==> config.mk <==
export PLATFORM = sky130hd
export DESIGN_NAME = uart_tx_serializer
export DESIGN_NICKNAME = d
export VERILOG_FILES = /design/src/rtl/uart_pkg.sv /design/src/rtl/uart_tx_serializer.sv
export SDC_FILE = /design/constraint.sdc
export NUM_CORES = 1
export LEC_CHECK = 0
export CORE_MARGIN = 2
export CORE_UTILIZATION = 40
export CTS_CLUSTER_DIAMETER = 150
export DETAILED_ROUTE_END_ITERATION = 10
export HOLD_SLACK_MARGIN = 0.15
export PLACE_DENSITY = 0.7
export SLEW_MARGIN = 10
export SYNTH_ARGS = -nofsm -noshare
export SYNTH_HDL_FRONTEND = slang
export SYNTH_SLANG_ARGS = --single-unit
==> constraint.sdc <==
create_clock -name i_clock -period 4.6 [get_ports i_clock]
set_input_delay 0.92 -clock i_clock [delete_from_list [all_inputs] [get_ports i_clock]]
set_output_delay 0.92 -clock i_clock [all_outputs]
set_load 0.02 [all_outputs]
==> src/rtl/uart_pkg.sv <==
// Shared UART definitions: transmitter FSM states, parity modes and default bit timing
// used by both the TX and RX paths.
package uart_pkg;

    typedef enum logic [2:0] {
        StIdle,
        StStart,
        StData,
        StParity,
        StStop
    } uart_state_e;

    localparam int unsigned PAR_NONE = 0;
    localparam int unsigned PAR_EVEN = 1;
    localparam int unsigned PAR_ODD  = 2;

    localparam int unsigned DEFAULT_OVERSAMPLE = 16;
    localparam int unsigned DEFAULT_SB_TICK    = 16;

    function automatic int unsigned max_u(input int unsigned a, input int unsigned b);
        return (a > b) ? a : b;
    endfunction

endpackage

==> src/rtl/uart_tx_serializer.sv <==
// UART transmitter: pops bytes from a show-ahead FIFO and shifts them out as
// start, LSB-first data, optional parity and stop, timed by an oversampling tick.
module uart_tx_serializer
    import uart_pkg::*;
#(
    parameter int unsigned DATA_BITS  = 8,
    parameter int unsigned OVERSAMPLE = DEFAULT_OVERSAMPLE,
    parameter int unsigned SB_TICK    = DEFAULT_SB_TICK,
    parameter int unsigned PARITY     = PAR_NONE
) (
    input  logic                 i_clock,
    input  logic                 i_reset_n,
    input  logic                 i_tick,
    input  logic                 i_fifo_empty,
    input  logic [DATA_BITS-1:0] i_fifo_data,
    output logic                 o_fifo_read,
    output logic                 o_tx,
    output logic                 o_busy,
    output logic                 o_done
);

    localparam int unsigned TickMax = max_u(OVERSAMPLE, SB_TICK);
    localparam int unsigned TickW   = (TickMax > 1) ? $clog2(TickMax) : 1;
    localparam int unsigned BitW    = $clog2(DATA_BITS + 1);

    localparam logic [TickW-1:0] OsLast  = TickW'(OVERSAMPLE - 1);
    localparam logic [TickW-1:0] SbLast  = TickW'(SB_TICK - 1);
    localparam logic [BitW-1:0]  BitLast = BitW'(DATA_BITS - 1);

    uart_state_e          state_q, state_d;
    logic [TickW-1:0]     tick_cnt_q, tick_cnt_d;
    logic [BitW-1:0]      bit_cnt_q, bit_cnt_d;
    logic [DATA_BITS-1:0] shift_q, shift_d;
    logic                 par_q, par_d;
    logic                 tx_q, tx_d;
    logic                 read_q, read_d;
    logic                 busy_q, busy_d;
    logic                 done_q, done_d;

    always_comb begin
        state_d    = state_q;
        tick_cnt_d = tick_cnt_q;
        bit_cnt_d  = bit_cnt_q;
        shift_d    = shift_q;
        par_d      = par_q;
        tx_d       = tx_q;
        read_d     = 1'b0;
        done_d     = 1'b0;

        unique case (state_q)
            StIdle: begin
                tx_d = 1'b1;
                if (!i_fifo_empty) begin
                    shift_d    = i_fifo_data;
                    read_d     = 1'b1;
                    tx_d       = 1'b0;
                    tick_cnt_d = '0;
                    bit_cnt_d  = '0;
                    par_d      = 1'b0;
                    state_d    = StStart;
                end
            end

            StStart: begin
                if (i_tick) begin
                    if (tick_cnt_q == OsLast) begin
                        tick_cnt_d = '0;
                        bit_cnt_d  = '0;
                        tx_d       = shift_q[0];
                        state_d    = StData;
                    end else begin
                        tick_cnt_d = tick_cnt_q + TickW'(1);
                    end
                end
            end

            StData: begin
                if (i_tick) begin
                    if (tick_cnt_q == OsLast) begin
                        tick_cnt_d = '0;
                        shift_d    = shift_q >> 1;
                        par_d      = par_q ^ shift_q[0];
                        bit_cnt_d  = bit_cnt_q + BitW'(1);
                        if (bit_cnt_q == BitLast) begin
                            if (PARITY != PAR_NONE) begin
                                // par_d now covers every data bit; odd mode inverts it
                                tx_d    = (PARITY == PAR_ODD) ? ~par_d : par_d;
                                state_d = StParity;
                            end else begin
                                tx_d    = 1'b1;
                                state_d = StStop;
                            end
                        end else begin
                            tx_d = shift_d[0];
                        end
                    end else begin
                        tick_cnt_d = tick_cnt_q + TickW'(1);
                    end
                end
            end

            StParity: begin
                if (i_tick) begin
                    if (tick_cnt_q == OsLast) begin
                        tick_cnt_d = '0;
                        tx_d       = 1'b1;
                        state_d    = StStop;
                    end else begin
                        tick_cnt_d = tick_cnt_q + TickW'(1);
                    end
                end
            end

            StStop: begin
                tx_d = 1'b1;
                if (i_tick) begin
                    if (tick_cnt_q == SbLast) begin
                        tick_cnt_d = '0;
                        done_d     = 1'b1;
                        state_d    = StIdle;
                    end else begin
                        tick_cnt_d = tick_cnt_q + TickW'(1);
                    end
                end
            end

            default: begin
                tx_d    = 1'b1;
                state_d = StIdle;
            end
        endcase

        busy_d = (state_d != StIdle);
    end

    always_ff @(posedge i_clock or negedge i_reset_n) begin
        if (!i_reset_n) begin
            state_q    <= StIdle;
            tick_cnt_q <= '0;
            bit_cnt_q  <= '0;
            shift_q    <= '0;
            par_q      <= 1'b0;
            tx_q       <= 1'b1;
            read_q     <= 1'b0;
            busy_q     <= 1'b0;
            done_q     <= 1'b0;
        end else begin
            state_q    <= state_d;
            tick_cnt_q <= tick_cnt_d;
            bit_cnt_q  <= bit_cnt_d;
            shift_q    <= shift_d;
            par_q      <= par_d;
            tx_q       <= tx_d;
            read_q     <= read_d;
            busy_q     <= busy_d;
            done_q     <= done_d;
        end
    end

    assign o_tx        = tx_q;
    assign o_fifo_read = read_q;
    assign o_busy      = busy_q;
    assign o_done      = done_q;

endmodule
---- After elaboration in Yosys (flattened, before gate mapping) ----
Cells that the tools add are included.
word-level totals
  register bits after elaboration ......... 23
cells by class
  reductions and logical operators ........ 10
  equality and inequality tests ........... 14
  mux-type cells .......................... 38
  $add $sub $neg .......................... 2
operators by type and width
  operator                                               number
  2-to-1 mux 3 bit                                       10
  2-to-1 mux 4 bit                                       7
  2-to-1 mux 8 bit                                       3
  case mux 8 bit (2 select lines)                        1
  case mux 3 bit (5 select lines)                        1
  inequality test 2 bit, second input constant           7
  2-to-1 mux 1 bit                                       13
  case mux 4 bit (3 select lines)                        1
  AND reduction 6 bit                                    2
  adder 4 x 1 -> 4 bit, second input constant            2
  case mux 4 bit (2 select lines)                        1
  equality test 3 x 2 -> 1 bit, second input constant    2
  nonzero test 3 bit                                     2
  equality test 4 x 3 -> 1 bit, second input constant    1
  equality test 4 bit, second input constant             1
  case mux 1 bit (4 select lines)                        1
  AND reduction 4 bit                                    1
  nonzero test 2 bit                                     2
  OR reduction 4 bit                                     1
  equality test 3 x 1 -> 1 bit, second input constant    1
  equality test 3 bit, second input constant             1
  zero test 3 bit                                        1
  AND reduction 3 bit                                    1
  inequality test 2 x 1 -> 1 bit, second input constant  1

---- Logic depth before layout (Yosys ltp) ----
  depth in word-level cells ............... 6
  gate-level depth with buffers ........... 9
  depth with buffers taken out ............ 6

---- Worst setup path after synthesis ----
No wires, ideal clock.
  kind .................................... input to register
  from .................................... in i_tick
  to ...................................... reg bit_cnt_q[2]
  setup time .............................. 0.126 ns
  arrival ................................. 1.832 ns
  setup slack ............................. 2.642 ns
  path buffers ............................ 0
  cell stages on the path ................. 4
  cell sequence ........................... nand4_1 > nor2_1 > nor3_4 > a221o_1
between the ends
  cells in the longest elaborated chain, start to end .. 2
  elaborated cells on any way between the ends .. 3
  classes of those cells .................. eq/ne: 2; reduce/logical: 1
RTL lines
  what                                    RTL line                   RTL
  start: declaration                      uart_tx_serializer.sv:13   input logic i_tick,
  inequality test 2 bit (no source line)  n/a
  AND reduction 6 bit (no source line) *  n/a
  end signal: assignment                  uart_tx_serializer.sv:150  bit_cnt_q <= bit_cnt_d;
  end: declaration                        uart_tx_serializer.sv:32   logic [BitW-1:0] bit_cnt_q, bit_cnt_d;
Mark *: on every way between the ends. The rest lies on a longest branch, timed or not.
A chain may end at the register's enable or synchronous reset.

---- Worst setup path in the final report ----
Same ends and word-level chain as after synthesis.

==> results.rst <==
.. list-table::
   :header-rows: 1

   * - Metric
     - Value
   * - Status
     - completed
   * - Via count
     - 912
   * - Via count of the first global-routing pass
     - 843
   * - Max-cap violations
     - 0
   * - Fillers
     - 252
   * - Share of final-layout standard cells stronger than drive strength 1
     - 6.92%
   * - Leakage dissipation
     - 0.611 nW
   * - Combined area of all synthesized cells
     - 1150 sq um
   * - Headroom to the max-slew limit
     - 32.3%
   * - Part of the Yosys area used for sequential elements
     - 50.3%
   * - Async set-reset flop share out of synthesis
     - 100%
   * - Number of synthesized register bits
     - 23
   * - Hold Slack
     - 0.520 ns
   * - Post-Place Cell Area
     - 1300 sq um
   * - Critical Path Sink Type
     - flip-flop
   * - H-tree depth
     - 1
   * - Nets
     - 145
   * - RSZ-0062 raised after global routing
     - false
   * - Hold Vio Cnt, Final
     - 0
   * - Cell variety after synth
     - 37
   * - Type of the worst setup path
     - in2reg
   * - Root buffer selected by CTS
     - clkbuf_4
   * - Post-route setup slack
     - 2.20 ns
   * - CTS Hold Buffers Added
     - 0
   * - Iteration-0 DRC Markers
     - 28
   * - Initial Utilization
     - 42.0%
   * - Count of buffers added by post-CTS timing repair for setup
     - 0
   * - Clk buf depth
     - 2
   * - Number of input and output port buffers inserted
     - 15
   * - Routing usage on met1
     - 20.8%
   * - Final period utilization
     - 52.2%
   * - Instance count of the mapped netlist
     - 116
   * - Total CTS buffers
     - 3
   * - Pwr per Cell Area
     - 504 nW/um^2
   * - Top-Level Pins
     - 16
   * - RD Place Congestion
     - 0.800
   * - Highest achievable clock rate
     - 417 MHz
   * - Sum of negative setup slack
     - 0 ns
   * - Global routing met3 resource utilization
     - 4.76%
   * - Number of diodes added for antenna fixing
     - 0
   * - Share of the synthesized area in the top cell type
     - 48.0%
   * - TritonCTS clock tree
     - done
   * - Clk sink count
     - 23
   * - Setup Viol. Count Final
     - 0
   * - Number of gates given a new drive strength after cts
     - 0
   * - Number of antenna violations at the first check in global routing
     - 0
   * - Critical Path RT
     - 4.82 ns
   * - Vertical die dimension
     - 57.6 um
   * - Most utilized layer in the global route result
     - met2
   * - Pin count of the biggest net entering global routing
     - 24
   * - Worst setup skew after layout
     - 0.0111 ns
   * - Final Routed Wirelength
     - 2.17 mm
   * - CP Data Arrival Time
     - 2.62 ns
   * - Transition time of the tightest slew-check pin
     - 1.01 ns
   * - Prevailing post-synth register cell
     - dfrtp_1
   * - Post-route standard cell area excluding fillers
     - 1330 sq um
   * - Mapped Avg Cell Area
     - 9.89 sq um
   * - DIE AREA
     - 3310 sq um
   * - Worst IR Drop VDD
     - 0.000417 V
   * - Class of the most critical hold timing path
     - reg2reg
   * - Category of the worst setup path launch point
     - input pin
   * - Final routed DRC violation total
     - 0
   * - Number of nets in the synthesized netlist
     - 130
   * - Global-route wire length before repair
     - 3.78 mm
   * - Place WS
     - 1.84 ns
   * - Cell type with the highest aggregate area in the netlist
     - dfrtp_1
   * - Aggregate global routing overflow
     - 0
   * - Post-detail-place hpwl
     - 1.54 mm
   * - Most frequent cells after synthesis
     - 22 x dfrtp_1, 14 x a21oi_1, 9 x inv_1
   * - Drt via density
     - 5.66
   * - Total routing resource utilization after global routing
     - 15.2%
   * - Residual antenna-violating net count after detailed routing
     - 0
   * - EDFF count, synth
     - 0
   * - Count of TritonRoute iterations in the first routing pass
     - 4
   * - Largest cells by area after synthesis
     - dfrtp_1 48%, a21oi_1 6.1%, o22ai_1 3.8%
   * - Minimum period implied by the final worst setup slack
     - 2.40 ns
   * - Crit Path Max Fanout
     - 6
   * - Placeable core region
     - 2730 sq um
   * - Die width
     - 57.6 um
   * - Layout Area Growth over Synthesis
     - 15.7%
   * - Site Rows
     - 19
   * - Dominant cell by count in the synthesized netlist
     - dfrtp_1
   * - Met2 Usage GRT
     - 21.6%
   * - Per-cell routed wire length
     - 13.5 um
   * - Number of slew-limit violations in the final report
     - 0
   * - Syn. warnings
     - 0
   * - Clock-pin slew on the worst setup and hold paths
     - 0.13 ns
   * - Clock latency at the later pin of the worst-skew pair
     - 0.32 ns
-- critical path: stages --
cell	delay, ns
clkdlybuf4s50_1	0.57
nand4_1	0.24
nor2_1	0.43
nor3_4	0.10
a221o_1	0.36
-- cell usage in the layout (no fill, tap or decap), types with 2 or more instances in the layout --
cell type / n
clkbuf_4: 3
o22ai_1: 7
a21o_1: 2
inv_1: 9
ha_1: 2
a22o_1: 2
o21ai_0: 6
a21oi_1: 14
nand2_1: 6
nand3_1: 5
or3_1: 2
nor3_1: 3
nor2_1: 8
dfrtp_1: 22
nor3b_1: 2
nand2b_1: 2
clkdlybuf4s50_1: 15
-- flip-flops by register name, summed over array words and instances (netlist names) --
name / cells
o_tx: 1
shift_q: 8
o_done: 1
tick_cnt_q: 4
bit_cnt_q: 4
state_q: 3
o_busy: 1
o_fifo_read: 1
-- power by group --
group          internal, W  leakage (nW)  switching [W]  total (W)
registers         0.000275         0.277      0.0000675   0.000343
clock network    0.0000326        0.0177      0.0000634  0.0000960
logic             0.000110         0.317       0.000120   0.000230
-- cell families (layout without fill, tap and decap cells) --
family / count (synthesis) / after routing / synth area share [%]
AND/OR/NAND/NOR: 37 / 37 / 18.1
buffers and inverters: 15 / 29 / 7.52
AO/OA/AOI/OAI: 37 / 37 / 20.1
multiplexers: 2 / 2 / 1.85
flip-flops: 23 / 23 / 50.3
adder cells (fa/ha/maj): 2 / 2 / 2.18
-- metrics by stage --
step                instances  total power [W]  util [%]
finish                    161         0.000669      48.6
global route              161         0.000726      48.6
CTS                       161         0.000673      48.6
detailed placement        157         0.000574      47.6
global placement          157         0.000566      47.6
floorplan                 116         0.000519         -
-- area by class of cell --
class / count / area [sq um] / area share (%)
flip-flops and latches: 23 / 577 / 43.4
repair buffers: 15 / 150 / 11.3
multi-input cells: 78 / 484 / 36.5
inverters: 10 / 50.0 / 3.77
clock inverters: 1 / 5.00 / 0.377
well taps: 31 / 38.8 / 2.92
clock buffers: 3 / 22.5 / 1.70
-- path summary, 6_finish.rpt --
check / startpoint / end / slack [ns] / cells after the start
setup / recovery: i_tick / bit_cnt_q[2] / 2.20 / 5
hold / removal: shift_q[0] / shift_q[0] / 0.52 / 2
setup reg to reg: state_q[2] / shift_q[6] / 2.56 / 5
hold reg to reg: shift_q[0] / shift_q[0] / 0.52 / 2
max in group asynchronous: i_reset_n / tick_cnt_q[1] / 2.85 / 1
min in group asynchronous: i_reset_n / bit_cnt_q[1] / 1.13 / 1
-- routing by layer --
layer / up-vias / share of wire [%]
li1: 450 / -
met1: 436 / 49
met2: 21 / 44
met3: 5 / 4.9
met4: 0 / 2.0
met5: - / 0
No activity file was read; power rests on OpenSTA's default activity.
==> edit 1 (config.mk and constraints unchanged) <==
Set the package constant `DEFAULT_SB_TICK` to 32 (it was 16).
--- a/src/rtl/uart_pkg.sv
+++ b/src/rtl/uart_pkg.sv
@@ -17,3 +17,3 @@
     localparam int unsigned DEFAULT_OVERSAMPLE = 16;
-    localparam int unsigned DEFAULT_SB_TICK    = 16;
+    localparam int unsigned DEFAULT_SB_TICK    = 32;
 
Behaviour: no difference found for any inputs over 10 cycles, from zero or initial values and one cycle with i_reset_n low; that may be too few to reach the edited logic, so the function may still have changed.
==> edit 1 against the unedited design <==
- sequential power up 3%
- area after synthesis up 18%
- critical path type is now register to output port
- power up 6.7%
- utilization down 1.1 points
- synthesized cell count up 18%
- cell area up 17%
- wire length up 13%
- highest routed layer unchanged
- worst setup slack better by 0.022 ns
- sequential cell count up 1
==> edit 1: results (changes against the unedited design) <==
* DR iter-0 viols at 70 (was 28)
* N_diodes at 0 (unchanged)
* Cell Area, Placed at 1520 µm² (was 1300 µm²)
* Vias per cell at 5.22 (was 5.66)
* Worst path top cell family by delay: buffers and inverters (was simple AND/OR/NAND/NOR gates)
* Net Count, Synth at 155 (was 130)
* Layout cells sized above 1 at 0.0671 (was 0.0692)
* Max-Slew Margin vs Limit at 0.291 (was 0.323)
* DPL Wire Length at 1.84 mm (was 1.54 mm)
* Nets@finish at 168 (was 145)
* Final wirelength at 2.46 mm (was 2.17 mm)
* Crit-path slowest cell: clkdlybuf4s50_1 (unchanged)
* Largest Register: shift_q (unchanged)
* Status: finished clean (unchanged)
* Commonest cells in the synthesized netlist: dfrtp_1 (23), nand2_1 (17), mux2i_1 (10), o21ai_1 (10), nor2_1 (8) (was dfrtp_1 (22), a21oi_1 (14), inv_1 (9))
* Main synth FF type: dfrtp_1 (unchanged)
* Post-CTS Hold Buffers at 0 (unchanged)
* Initial antenna violation count at 0 (unchanged)
* Top flop regs: shift_q (8), tick_cnt_q (5), bit_cnt_q (4) (was shift_q (8), bit_cnt_q (4), tick_cnt_q (4))
* Yosys cell types at 41 (was 37)
* # H-tree levels at 1 (unchanged)
* Clk_skew at 0.0125 ns (was 0.0111 ns)
* CTS root buffer: clkbuf_4 (unchanged)
* Skew-Pair Late Insertion Delay at 0.32 ns (about the same)
* Setup Buffers After CTS at 0 (unchanged)
* Cts bufs inserted at 3 (unchanged)
* Synth top area cells: dfrtp_1 (43%), mux2i_1 (7.4%), ha_1 (5.6%) (was dfrtp_1 (48%), a21oi_1 (6.1%), o22ai_1 (3.8%))
* CTS resizes at 0 (unchanged)
* Total Routing Usage GR at 0.149 (was 0.152)
* P per Cell Area at 458 nW/µm² (was 504 nW/µm²)
* IR drop worst, VDD at 0.269 mV (was 0.417 mV)
* GPL Wtd Cong at 0.785 (was 0.800)
* Clk buf depth at 2 (unchanged)
* Seq/Total Area, Yosys at 0.445 (was 0.503)
* CP peak stage delay at 0.60 ns (was 0.57 ns)
* Worst-path clk slew at roughly 0.14 ns
* CP max FO at 2 (was 6)
* Synth warn at 0 (unchanged)
* Leakage at 0.640 nW (was 0.611 nW)
* First-pass DRT Iterations at 4 (unchanged)
* Input/output buffers at 15 (unchanged)
* Vias in the first global route at 996 (was 843)
* # fillers at 317 (was 252)
* Maximum number of pins on one net before global-route repair at 25 (was 24)
* FFs w/ async S/R, synth at 1.00 (unchanged)
* Worst path arrival time at 1.46 ns (was 2.62 ns)
* First-pass GRT wire length at 4.63 mm (was 3.78 mm)
[edit 1: cell families after synthesis]
kind of cell / synth area share
multiplexers: 0.0907
XOR/XNOR: 0.0130
flip-flops: 0.445
AND/OR/NAND/NOR: 0.183
buffers and inverters: 0.0416
adder cells (fa/ha/maj): 0.0555
AO/OA/AOI/OAI: 0.171
[edit 1: through the flow]
stage | cells | hold WS, ns | setup WS [ns] | power (mW)
after floorplan | 137 | 0.455 | 2.60 | 0.545
after global placement | 191 | 0.468 | 1.93 | 0.598
after detailed placement | 191 | 0.484 | 1.85 | 0.611
after CTS | 195 | 0.516 | 2.21 | 0.723
after global routing | 195 | 0.528 | 1.95 | 0.781
final | 195 | 0.503 | 2.22 | 0.714
[edit 1: path summary, 6_finish.rpt]
kind,from,endpoint,slack [ns],depth (start not counted)
max reg2reg,tick_cnt_q[0],shift_q[5],2.27,6
min in group asynchronous,i_reset_n,tick_cnt_q[4],1.16,1
min reg2reg,shift_q[3],shift_q[3],0.50,2
min,shift_q[3],shift_q[3],0.50,2
max in group asynchronous,i_reset_n,shift_q[1],2.80,1
max,o_tx,o_tx,2.22,1
[edit 1: final cells by class]
cell class                 instances  area share
multi-input combinational        101       0.445
sequential                        24       0.386
timing repair buffer              15      0.0963
tap                               46      0.0369
clock buffer                       4      0.0233
inverter                           5      0.0120
[edit 1: power breakdown]
part	leakage, nW	total [mW]	internal (mW)	switching, mW
combinational	0.317	0.250	0.130	0.120
sequential	0.302	0.353	0.285	0.0682
clock	0.0210	0.111	0.0484	0.0623
[edit 1: metal layers]
layer  GRT usage  share of wire  up-vias
li1            -              -      509
met1       0.205           0.48      488
met2       0.238           0.47       19
met3      0.0380          0.036        2
met4      0.0333          0.011        0
met5           0              0        -
==> edit 2 (same settings) <==
Made on the original files. `shift_q` no longer has a reset.
--- a/src/rtl/uart_tx_serializer.sv
+++ b/src/rtl/uart_tx_serializer.sv
@@ -140,3 +140,2 @@
             bit_cnt_q  <= '0;
-            shift_q    <= '0;
             par_q      <= 1'b0;
@@ -150,3 +149,2 @@
             bit_cnt_q  <= bit_cnt_d;
-            shift_q    <= shift_d;
             par_q      <= par_d;
@@ -159,2 +157,6 @@
 
+    always_ff @(posedge i_clock) begin
+        shift_q <= shift_d;
+    end
+
     assign o_tx        = tx_q;
Behaviour: no difference found for any inputs over 10 cycles, from zero or initial values and one cycle with i_reset_n low; that may be too few to reach the edited logic, so the function may still have changed.
==> edit 2 against the unedited design <==
- wire length shrank 5.0%
- power fell by 7.9%
- area after synthesis is 0.98% higher
- sequential cell count unchanged
- cell area increased by 1.1%
- register-to-register slack worse by 0.25 ns
- worst setup slack got worse by 0.33 ns
- first-iteration DRC count rose by 3.6%
- clock skew down 0.0026 ns
- combinational power is 11% lower
- hold slack better by 0.011 ns
- global-route usage shrank 1.2 points
- die area increased by 0.92%
==> edit 2: results (changes against the unedited design) <==
* First-pass DRT Iterations at 4 (unchanged)
* Clk buf depth at 2 (unchanged)
* IR drop worst, VDD at 0.230 mV (was 0.417 mV)
* Status: finished clean (unchanged)
* Nets@finish at 131 (was 145)
* Vias in the first global route at 814 (was 843)
* R2r setup slk at 2.31 ns (was 2.56 ns)
* Commonest cells in the synthesized netlist: dfrtp_1 (14), o21ai_0 (9), a21oi_1 (8), edfxtp_1 (8), mux2_2 (7) (was dfrtp_1 (22), a21oi_1 (14), inv_1 (9))
* R2r worst-path depth at 4 (was 5)
* Clk_skew at 0.00855 ns (was 0.0111 ns)
* # H-tree levels at 1 (unchanged)
* DPL Wire Length at 1.43 mm (was 1.54 mm)
* Cts bufs inserted at 3 (unchanged)
* Worst path top cell family by delay: simple AND/OR/NAND/NOR gates (unchanged)
* CP peak stage delay at 0.81 ns (was 0.57 ns)
* Crit-path slowest cell: nor3_1 (was clkdlybuf4s50_1)
* N_diodes at 0 (unchanged)
* Skew-Pair Late Insertion Delay at 0.32 ns (about the same)
* Dpl ws at 1.51 ns (was 1.84 ns)
* First-pass GRT wire length at 3.56 mm (was 3.78 mm)
* Synth warn at 0 (unchanged)
* Cell Area, Placed at 1320 µm² (was 1300 µm²)
* Maximum number of pins on one net before global-route repair at 16 (was 24)
* Final period util at 0.594 (was 0.522)
* Cell Int Power at 0.396 mW (was 0.418 mW)
* Layout cells sized above 1 at 0.164 (was 0.0692)
* DR iter-0 viols at 29 (was 28)
* CTS root buffer: clkbuf_4 (unchanged)
* Worst path arrival time at 2.68 ns (was 2.62 ns)
* Number of flops mapped to enable cells by yosys at 8 (was 0)
* FFs w/ async S/R, synth at 0.652 (was 1.00)
* Yosys cell types at 38 (was 37)
* GPL Wtd Cong at 0.840 (was 0.800)
* Hold Path Class: register to register (unchanged)
* Top flop regs: shift_q (8), bit_cnt_q (4), tick_cnt_q (4) (unchanged)
* Final wirelength at 2.06 mm (was 2.17 mm)
* Setup Buffers After CTS at 0 (unchanged)
* Initial antenna violation count at 0 (unchanged)
* Seq/Total Area, Yosys at 0.532 (was 0.503)
* Max-Slew Margin vs Limit at 0.304 (was 0.323)
* Net Count, Synth at 116 (was 130)
* CTS resizes at 0 (unchanged)
* CP max FO at 8 (was 6)
* Leakage at 0.508 nW (was 0.611 nW)
* Total Routing Usage GR at 0.141 (was 0.152)
* Synth top area cells: dfrtp_1 (30%), edfxtp_1 (21%), mux2_2 (6.8%) (was dfrtp_1 (48%), a21oi_1 (6.1%), o22ai_1 (3.8%))
* Worst-path clk slew at 0.13 ns (about the same)
* Hold depth at 2 (unchanged)
* Max Cap Viol at 0 (unchanged)
* Input/output buffers at 15 (unchanged)
* Vias per cell at 5.67 (was 5.66)
edit 2: cell types whose count changed after synthesis, sizes merged, moves of 5 or more:
cell / delta
dfrtp: -8
edfxtp: +8
o22ai: -7
a21oi: -6
inv: -6
mux2: +6
o21ai: +6
nor2: -5
edit 2: path summary, 6_finish.rpt:
path                            endpoint          start
hold / removal              bit_cnt_q[1]   bit_cnt_q[1]
hold reg to reg             bit_cnt_q[1]   bit_cnt_q[1]
setup / recovery              shift_q[3]         i_tick
min in group asynchronous  tick_cnt_q[2]      i_reset_n
max in group asynchronous     state_q[1]      i_reset_n
setup reg to reg              shift_q[3]  tick_cnt_q[1]
edit 2: layout make-up:
cell class | instances | area, µm²
fill | 268 | 1420
sequential | 23 | 617
multi-input combinational | 71 | 499
timing repair buffer | 15 | 150
tap | 31 | 38.8
clock buffer | 4 | 26.3
inverter | 3 | 11.3
edit 2: logic make-up after synthesis:
kind of cell               after synthesis  synth area share
muxes                                    8            0.0767
and+or+nand+nor                         31             0.177
adders and majority gates                2            0.0216
AOI/OAI and AO/OA                       29             0.148
DFF                                     23             0.532
buffers and inverters                    8            0.0367
xor gates and xnor gates                 1           0.00756
edit 2: routing by layer:
layer,track usage,wire [µm]
met2,0.222,957
met3,0.0223,100
met4,0.0997,60
met1,0.176,946
met5,0,0
edit 2: power by group through the flow:
stage	combinational (mW)	sequential, mW	clock, mW
6_report	0.204	0.316	0.0958
3_3_place_gp	0.198	0.316	0
4_1_cts	0.205	0.314	0.0995
3_5_place_dp	0.205	0.318	0
5_1_grt	0.229	0.323	0.107
2_1_floorplan	0.164	0.301	0
edit 2: stage by stage:
stage | hold slack (ns) | instances | power, mW
floorplan | 0.475 | 102 | 0.465
global placement | 0.500 | 143 | 0.514
detailed placement | 0.510 | 143 | 0.523
CTS | 0.538 | 147 | 0.618
global route | 0.575 | 147 | 0.659
finish | 0.531 | 147 | 0.616
edit 2: worst min-delay path: stages, from the launching register on:
cell,delay [ns]
dfrtp_1,0.39
nand2_1,0.05
o21ai_0,0.07
